==> config.mk <==
export PLATFORM = sky130hd
export DESIGN_NAME = uart_tx_core
export DESIGN_NICKNAME = d
export VERILOG_FILES = /design/src/rtl/uart_tx_core.sv
export SDC_FILE = /design/constraint.sdc
export NUM_CORES = 1
export LEC_CHECK = 0
export CAP_MARGIN = 20
export CORE_MARGIN = 1.5
export CORE_UTILIZATION = 30
export CTS_BUF_LIST = sky130_fd_sc_hd__clkbuf_2 sky130_fd_sc_hd__clkbuf_4 sky130_fd_sc_hd__clkbuf_8
export CTS_CLUSTER_DIAMETER = 50
export DETAILED_ROUTE_END_ITERATION = 10
export PLACE_DENSITY = 0.47
export SETUP_SLACK_MARGIN = 0.1
export SLEW_MARGIN = 10
export SYNTH_ARGS = -nofsm -noshare
export SYNTH_HDL_FRONTEND = slang
export SYNTH_SLANG_ARGS = --single-unit
==> constraint.sdc <==
create_clock -name clk -period 2.58 [get_ports clk]
set_input_delay 0.516 -clock clk [delete_from_list [all_inputs] [get_ports clk]]
set_output_delay 0.516 -clock clk [all_outputs]
set_load 0.1 [all_outputs]
==> src/rtl/uart_tx_core.sv <==
// rtl/uart_tx_core.sv - UART transmitter with built-in oversampling baud divider
//
// Sends one frame per accepted start strobe: start bit, DATA_BITS data bits
// LSB first, optional parity bit, then a stop period of STOP_TICKS ticks.
// One bit lasts 16 oversample ticks; one tick lasts BAUD_DIV clk cycles.
//
// Ports:
//   clk          in   system clock
//   reset        in   asynchronous, active-high reset
//   tx_start     in   active-low start strobe, sampled in idle and in the done cycle
//   data_byte    in   byte to send, sampled only when the strobe is accepted
//   tx           out  registered serial line, idles high
//   tx_done_tick out  one-cycle pulse on the final clk of the stop period
//   busy         out  high from start acceptance through the done cycle

module uart_tx_core #(
    parameter int BAUD_DIV   = 326,
    parameter int DATA_BITS  = 8,
    parameter int STOP_TICKS = 16,
    parameter int PARITY     = 0
) (
    input  logic       clk,
    input  logic       reset,
    input  logic       tx_start,
    input  logic [7:0] data_byte,
    output logic       tx,
    output logic       tx_done_tick,
    output logic       busy
);

    localparam int DIV_W  = $clog2(BAUD_DIV);
    // Tick counter must hold both 0..15 (one bit) and 0..STOP_TICKS-1.
    localparam int TICK_W = $clog2((STOP_TICKS > 16) ? STOP_TICKS : 16);

    localparam logic [DIV_W-1:0]  DIV_LAST  = DIV_W'(BAUD_DIV - 1);
    localparam logic [TICK_W-1:0] BIT_LAST  = TICK_W'(15);
    localparam logic [TICK_W-1:0] STOP_LAST = TICK_W'(STOP_TICKS - 1);
    localparam logic [2:0]        DATA_LAST = 3'(DATA_BITS - 1);
    localparam logic [7:0]        DATA_MASK = 8'((1 << DATA_BITS) - 1);

    typedef enum logic [2:0] {
        S_IDLE,
        S_START,
        S_DATA,
        S_PARITY,
        S_STOP
    } state_t;

    state_t              state_q, state_d;
    logic [DIV_W-1:0]    div_q, div_d;
    logic [TICK_W-1:0]   tick_q, tick_d;
    logic [2:0]          bit_q, bit_d;
    logic [7:0]          shift_q, shift_d;
    logic                par_q, par_d;
    logic                tx_q, tx_d;

    logic                baud_tick;
    logic                bit_end;
    logic                stop_end;
    logic                accept;
    logic                done;
    logic [7:0]          masked_data;

    assign baud_tick   = (div_q == DIV_LAST);
    assign bit_end     = baud_tick && (tick_q == BIT_LAST);
    assign stop_end    = baud_tick && (tick_q == STOP_LAST);
    assign masked_data = data_byte & DATA_MASK;

    always_ff @(posedge clk or posedge reset) begin
        if (reset) begin
            state_q <= S_IDLE;
            div_q   <= '0;
            tick_q  <= '0;
            bit_q   <= '0;
            shift_q <= '0;
            par_q   <= 1'b0;
            tx_q    <= 1'b1;
        end else begin
            state_q <= state_d;
            div_q   <= div_d;
            tick_q  <= tick_d;
            bit_q   <= bit_d;
            shift_q <= shift_d;
            par_q   <= par_d;
            tx_q    <= tx_d;
        end
    end

    always_comb begin
        state_d = state_q;
        div_d   = div_q;
        tick_d  = tick_q;
        bit_d   = bit_q;
        shift_d = shift_q;
        par_d   = par_q;
        tx_d    = 1'b1;
        accept  = 1'b0;
        done    = 1'b0;

        // Divider and tick counter run only while a frame is in flight.
        if (state_q != S_IDLE) begin
            div_d = baud_tick ? '0 : div_q + 1'b1;
            if (baud_tick) begin
                tick_d = tick_q + 1'b1;
            end
        end

        // tx_d is the line level for the current state; tx_q lags state by one clk.
        case (state_q)
            S_IDLE: begin
                tx_d = 1'b1;
                if (!tx_start) begin
                    accept = 1'b1;
                end
            end
            S_START: begin
                tx_d = 1'b0;
                if (bit_end) begin
                    state_d = S_DATA;
                    tick_d  = '0;
                    bit_d   = '0;
                end
            end
            S_DATA: begin
                tx_d = shift_q[0];
                if (bit_end) begin
                    tick_d  = '0;
                    shift_d = shift_q >> 1;
                    if (bit_q == DATA_LAST) begin
                        state_d = (PARITY != 0) ? S_PARITY : S_STOP;
                    end else begin
                        bit_d = bit_q + 3'd1;
                    end
                end
            end
            S_PARITY: begin
                tx_d = par_q;
                if (bit_end) begin
                    tick_d  = '0;
                    state_d = S_STOP;
                end
            end
            S_STOP: begin
                tx_d = 1'b1;
                if (stop_end) begin
                    done    = 1'b1;
                    tick_d  = '0;
                    state_d = S_IDLE;
                    // Framer answers the done tick combinationally; chain straight into start.
                    if (!tx_start) begin
                        accept = 1'b1;
                    end
                end
            end
            default: begin
                state_d = S_IDLE;
            end
        endcase

        if (accept) begin
            state_d = S_START;
            div_d   = '0;
            tick_d  = '0;
            bit_d   = '0;
            shift_d = masked_data;
            // XOR of data is 1 when the data holds an odd number of ones.
            par_d   = (PARITY == 1) ? ~(^masked_data) : (^masked_data);
        end
    end

    assign tx           = tx_q;
    assign tx_done_tick = done;
    assign busy         = (state_q != S_IDLE);

endmodule

**Word-level counts from Yosys, hierarchy flattened**

Index checks and enable logic that the tools add are counted.

- Logic and storage cells: 64
- Bits in registers: 29
- Input port bits: 11
- Output and inout port bits: 3

- Reduce and logical (&&, ||, !) cells: 12
- Eq/ne operators: 14
- Muxes and demuxes: 28
- $add $sub $neg: 3

Operators with widths:

| kind | count |
|---|---|
| $mux 3 | 9 |
| $mux 9 | 3 |
| $mux 8 | 3 |
| $mux 4 | 5 |
| $ne 3x3->1 const B | 6 |
| $pmux 3 s5 | 1 |
| $add 9x1->9 const B | 1 |
| $eq 9x9->1 const B | 1 |
| $reduce_xor 8->1 | 1 |
| $eq 3x2->1 const B | 2 |
| $eq 3x3->1 const B | 2 |
| $pmux 3 s2 | 1 |
| $reduce_and 6->1 | 1 |
| $reduce_bool 2->1 | 3 |
| $reduce_bool 3->1 | 2 |
| $add 4x1->4 const B | 1 |
| $eq 4x4->1 const B | 1 |
| $mux 1 | 4 |
| $reduce_and 4->1 | 1 |
| $reduce_or 4->1 | 1 |
| $add 3x1->3 const B | 1 |
| $eq 3x1->1 const B | 1 |
| $logic_not 3->1 | 1 |
| $pmux 1 s3 | 1 |
| 4 further kinds | 4 |

**Logic depth before layout (Yosys ltp)**

Gate-level depths: netlist of run 1.

- Word-level depth: 6
- Gate-level depth with buffers: 7
- Gate-level depth less buffers: 6

**Least setup slack after synthesis of run 1**

Ideal clock, no wire load.

- Path type: register to output
- Start: reg div_q[1]
- End: out tx_done_tick
- Data required time: 2.064 ns
- Stages on the path, launching flop included: 6
- Slack: 0.492 ns
- Path buffers: 0
- Arrival: 1.572 ns
- Cells stage by stage: dfrtp_1 -> inv_1 -> ha_1 -> and4bb_4 -> nand4_1 -> inv_1

- Longest elaborated chain between the ends: 4

Ends and longest elaborated chain:

| item | RTL line | text |
|---|---|---|
| start, declared | 50 | `logic [DIV_W-1:0] div_q, div_d;` |
| start signal, assigned | 80 | `div_q <= div_d;` |
| $eq 9x9->1 | 64 | `assign baud_tick = (div_q == DIV_LAST);` |
| $logic_and 1x1->1 | 66 | `assign stop_end = baud_tick && (tick_q == STOP_LAST);` |
| $mux 1 | 145 | `if (stop_end) begin` |
| $mux 1 | 109 | `case (state_q)` |
| end, declared | 27 | `output logic tx_done_tick,` |

Every way passes these cells.

**Worst setup path after layout of run 1**

- Start: reg div_q[1]
- End: reg shift_q[5]

- Longest elaborated chain between the ends: 6
- Elaborated cells on any way between the ends: 8
- Classes of those cells: eq/ne: 1; mux: 3; reduce/logical: 4

Ends and longest elaborated chain:

| item | RTL line | text |
|---|---|---|
| $eq 9x9->1 * | 64 |  |
| $logic_and 1x1->1 * | 65, 66 |  |
| $mux 1 | 145 |  |
| $pmux 1 s2 | 109 |  |
| $reduce_bool 2->1 (no line) | - |  |
| $reduce_and 2->1 (no line) | - |  |
| end signal, assigned | 83 | `shift_q <= shift_d;` |
| end, declared | 53 | `logic [7:0] shift_q, shift_d;` |

Every way passes the cells marked *; elsewhere a longest branch is shown, timed or not.
A chain may end at the register's enable or synchronous reset.

==> results of run 1 <==
## how the worst min path moves through the flow
stage	from	endpoint	slack, ns	cells after the start
floorplan	par_q	par_q	0.48	1
global placement	par_q	par_q	0.50	1
detailed placement	par_q	par_q	0.49	1
CTS	par_q	par_q	0.51	1
global route	par_q	par_q	0.55	1
finish	par_q	par_q	0.51	1
## worst register-to-register path, stage by stage, from the launching register on
cell and delay [ns]:
dfrtp_1 0.40, inv_1 0.09, ha_1 0.14, and4bb_4 0.30, nand3_4 0.13, a2111o_1 0.66
mux2_4 0.38
## sequential cells by signal, summed over array words and instances, names as in the netlist
signal / cells
bit_q: 3
state_q: 3
tx: 1
div_q: 9
tick_q: 4
par_q: 1
shift_q: 8
## layout make-up
cell class,instances,area share
Timing Repair Buffer,16,0.0778
Clock inverter,1,0.0148
Tap cell,72,0.0445
Inverter,8,0.0148
Sequential cell,29,0.359
Multi-Input combinational cell,113,0.445
Clock buffer,7,0.0445
## through the flow
step | util | instance area, sq um | cells
3_5_place_dp | 0.348 | 1910 | 238
2_1_floorplan | - | 1690 | 156
5_1_grt | 0.370 | 2030 | 246
3_3_place_gp | 0.348 | 1910 | 238
4_1_cts | 0.370 | 2030 | 246
6_report | 0.370 | 2030 | 246
## placed cells by master (no fill, tap or decap), types with 2 or more instances in the layout
cell / count
a21oi_1: 3
nand2b_1: 2
buf_4: 5
and4bb_4: 2
nand3_1: 4
o2bb2ai_1: 2
or3_1: 2
nand2_1: 9
mux2_4: 8
and3_2: 2
ha_1: 5
mux2i_1: 4
nor2_1: 15
dfrtp_1: 28
clkbuf_8: 6
inv_1: 8
xnor2_1: 8
or4b_1: 2
o21ai_0: 4
mux2_2: 7
xor2_1: 7
nor4b_1: 3
nor3b_1: 2
clkdlybuf4s50_1: 10
nand4_1: 8
## report_power, final
group          internal (mW)  switching, mW
clock                  0.325          0.171
combinational          0.139         0.0948
sequential             0.534         0.0914
## metal layers
metal / track usage / vias up / routed length [um]
li1: - / 593 / -
met1: 0.141 / 569 / 1480
met2: 0.183 / 18 / 1480
met3: 0.0349 / 8 / 100
met4: 0.0536 / 0 / 63
met5: 0 / - / 0
## cells by family after synthesis
logic type                 after synthesis  synth area share
DFF                                     29             0.430
buffers and inverters                   14            0.0377
and+or+nand+nor                         56             0.200
muxes                                   20             0.148
adders and majority gates                5            0.0370
xor gates and xnor gates                15            0.0777
AOI/OAI and AO/OA                       17            0.0703
==> flow_summary_export.csv, run 1 <==
group,metric,value,unit
run_status,status,"completed",
clock_tree,root_buffer,"clkbuf_8",
sta,relSlewSlack,0.607,
global_route,grt_usage,0.114,
worst_setup_path,arrival,2.38,ns
global_route,grt_max_degree,30,
power_and_ir_drop,ir_drop,258,uV
yosys,synth_top_area_frac,0.414,
layout,layout-drive-gt1-share,0.213,
drt,drt_first_pass_iters,4,
yosys,async_flop_share,1.00,
sta,rsz0062_at_grt,"false",
sta,finalWorstSetupSlack,0.371,ns
worst_setup_path,slowest_delay,0.66,ns
sta,fin_setup_tns,0,ns
yosys,syn-cell-area,0.00169,sq mm
worst_setup_path,r2r_start,"div_q[1]",
layout,seqCellArea,727,sq um
worst_setup_path,critPathMaxFanout,9,
yosys,ys_types,40,
global_route,grt-ovfl-total,0,
layout,fillers,567,
sta,max_freq,0.453,GHz
worst_setup_path,critical_path.endpoint,"shift_q[5]",
placed_design,place_ws,0.360,ns
placed_design,hpwl,2.28,mm
yosys,yosys_most_used_dff,"dfrtp_1",
layout,diodes,0,
layout,syn_to_final_growth,19.7,%
drt,drc,0,
layout,finalNetCount,189,
sta,skew,0.00857,ns
sta,worstMarginPinSlew,0.582,ns
placed_design,port_buffers,13,
yosys,synth.most_common_cell,"dfrtp_1",
clock_tree,cts_tree,"built",
global_route,grt_pass1_vias,1154,
worst_setup_path,critPathLaunchType,"flop",
yosys,syn_avg_cell_area,10.8,sq um
clock_tree,cts_buffers,5,
worst_setup_path,crit_start,"div_q[1]",
sta,whs,0.508,ns
worst_setup_path,path_delay_family,"compound AO/OA/AOI/OAI gates",
drt,antenna_left,0,
die,ios,14,
drt,avgViaCountPerCell,4.83,
yosys,syn_nets,172,
worst_setup_path,path_class,"reg2reg",
yosys,syn_inst,156,
worst_setup_path,crit_slowest_cell,"a2111o_1",
placed_design,gp_congestion,0.792,
die,die_x,78.1,um
worst_setup_path,cp.buffers_inverters,1,
global_route,antenna_found_initial,0,
clock_tree,clkLatencyLatePin,0.28,ns
yosys,ys_top_cells_by_area,"dfrtp_1 (41%), mux2_4 (7.1%), mux2_2 (4.7%)",
die,rows,27,
layout,multiInputGateArea,901,sq um
worst_setup_path,cp-end-kind,"flop",
clock_tree,clk_path_buf_depth,2,
clock_tree,cts.sinks,29,
yosys,ys_seq_elements,29,
drt,wl_per_cell,12.7,um
sta,maxSlewViolCount,0,
die,start_util,0.309,
die,die_y,78.1,um
drt,num_vias,1188,
yosys,yosysSeqAreaShare,0.430,
worst_setup_path,r2r_end,"shift_q[5]",
clock_tree,cts_setup_buffers,0,
sta,setup_viol,0,
yosys,synthTopCellsByCount,"dfrtp_1 (28), nor2_1 (15), nand2_1 (9)",
clock_tree,clk_pin_slew_worst_paths,0.07,ns
global_route,grt_pass1_wl,5.38,mm
sta,fin_crit_sh,0.856,
die,die-area,0.00610,sq mm
clock_tree,htreeDepth,2,
worst_setup_path,reg2reg_depth,6,
worst_setup_path,cp_cell_sequence,"inv_1 > ha_1 > and4bb_4 > nand3_4 > a2111o_1 > mux2_4",
worst_setup_path,crit_required,2.75,ns
clock_tree,post_cts_resized,0,
drt,drt-initial-drc-count,24,
clock_tree,cts_hold_buf,0,
power_and_ir_drop,power.density,669,mW/mm^2
hold_path,hold_path.class,"reg2reg",
power_and_ir_drop,leakagePower,0.917,nW
sta,finalCriticalPeriod,2.21,ns
worst_setup_path,reg2reg_slack,0.37,ns
die,core,0.00547,sq mm
flow_run,max_cap_violations,0,
worst_setup_path,path_depth,6,
drt,drt-total-wl,3.12,mm
yosys,yosysTopAreaCell,"dfrtp_1",
yosys,yosysWarnings,0,
yosys,synth-edff-count,0,
sta,hold_viol,0,
power_and_ir_drop,total_power,1.36,mW
Note: power is estimated with default switching activity, not from simulation.
==> run 2: changes to the inputs <==
CAP_MARGIN = 10   (was 20)
SLEW_MARGIN = unset   (was 10)
==> results of run 2 <==
The final DEF is identical to that of run 1; final timing and power are the same.
==> run 3: changes to the inputs <==
GPL_TIMING_DRIVEN = 1   (was unset)
==> results of run 3 <==
The final DEF is identical to that of run 1; final timing and power are the same.
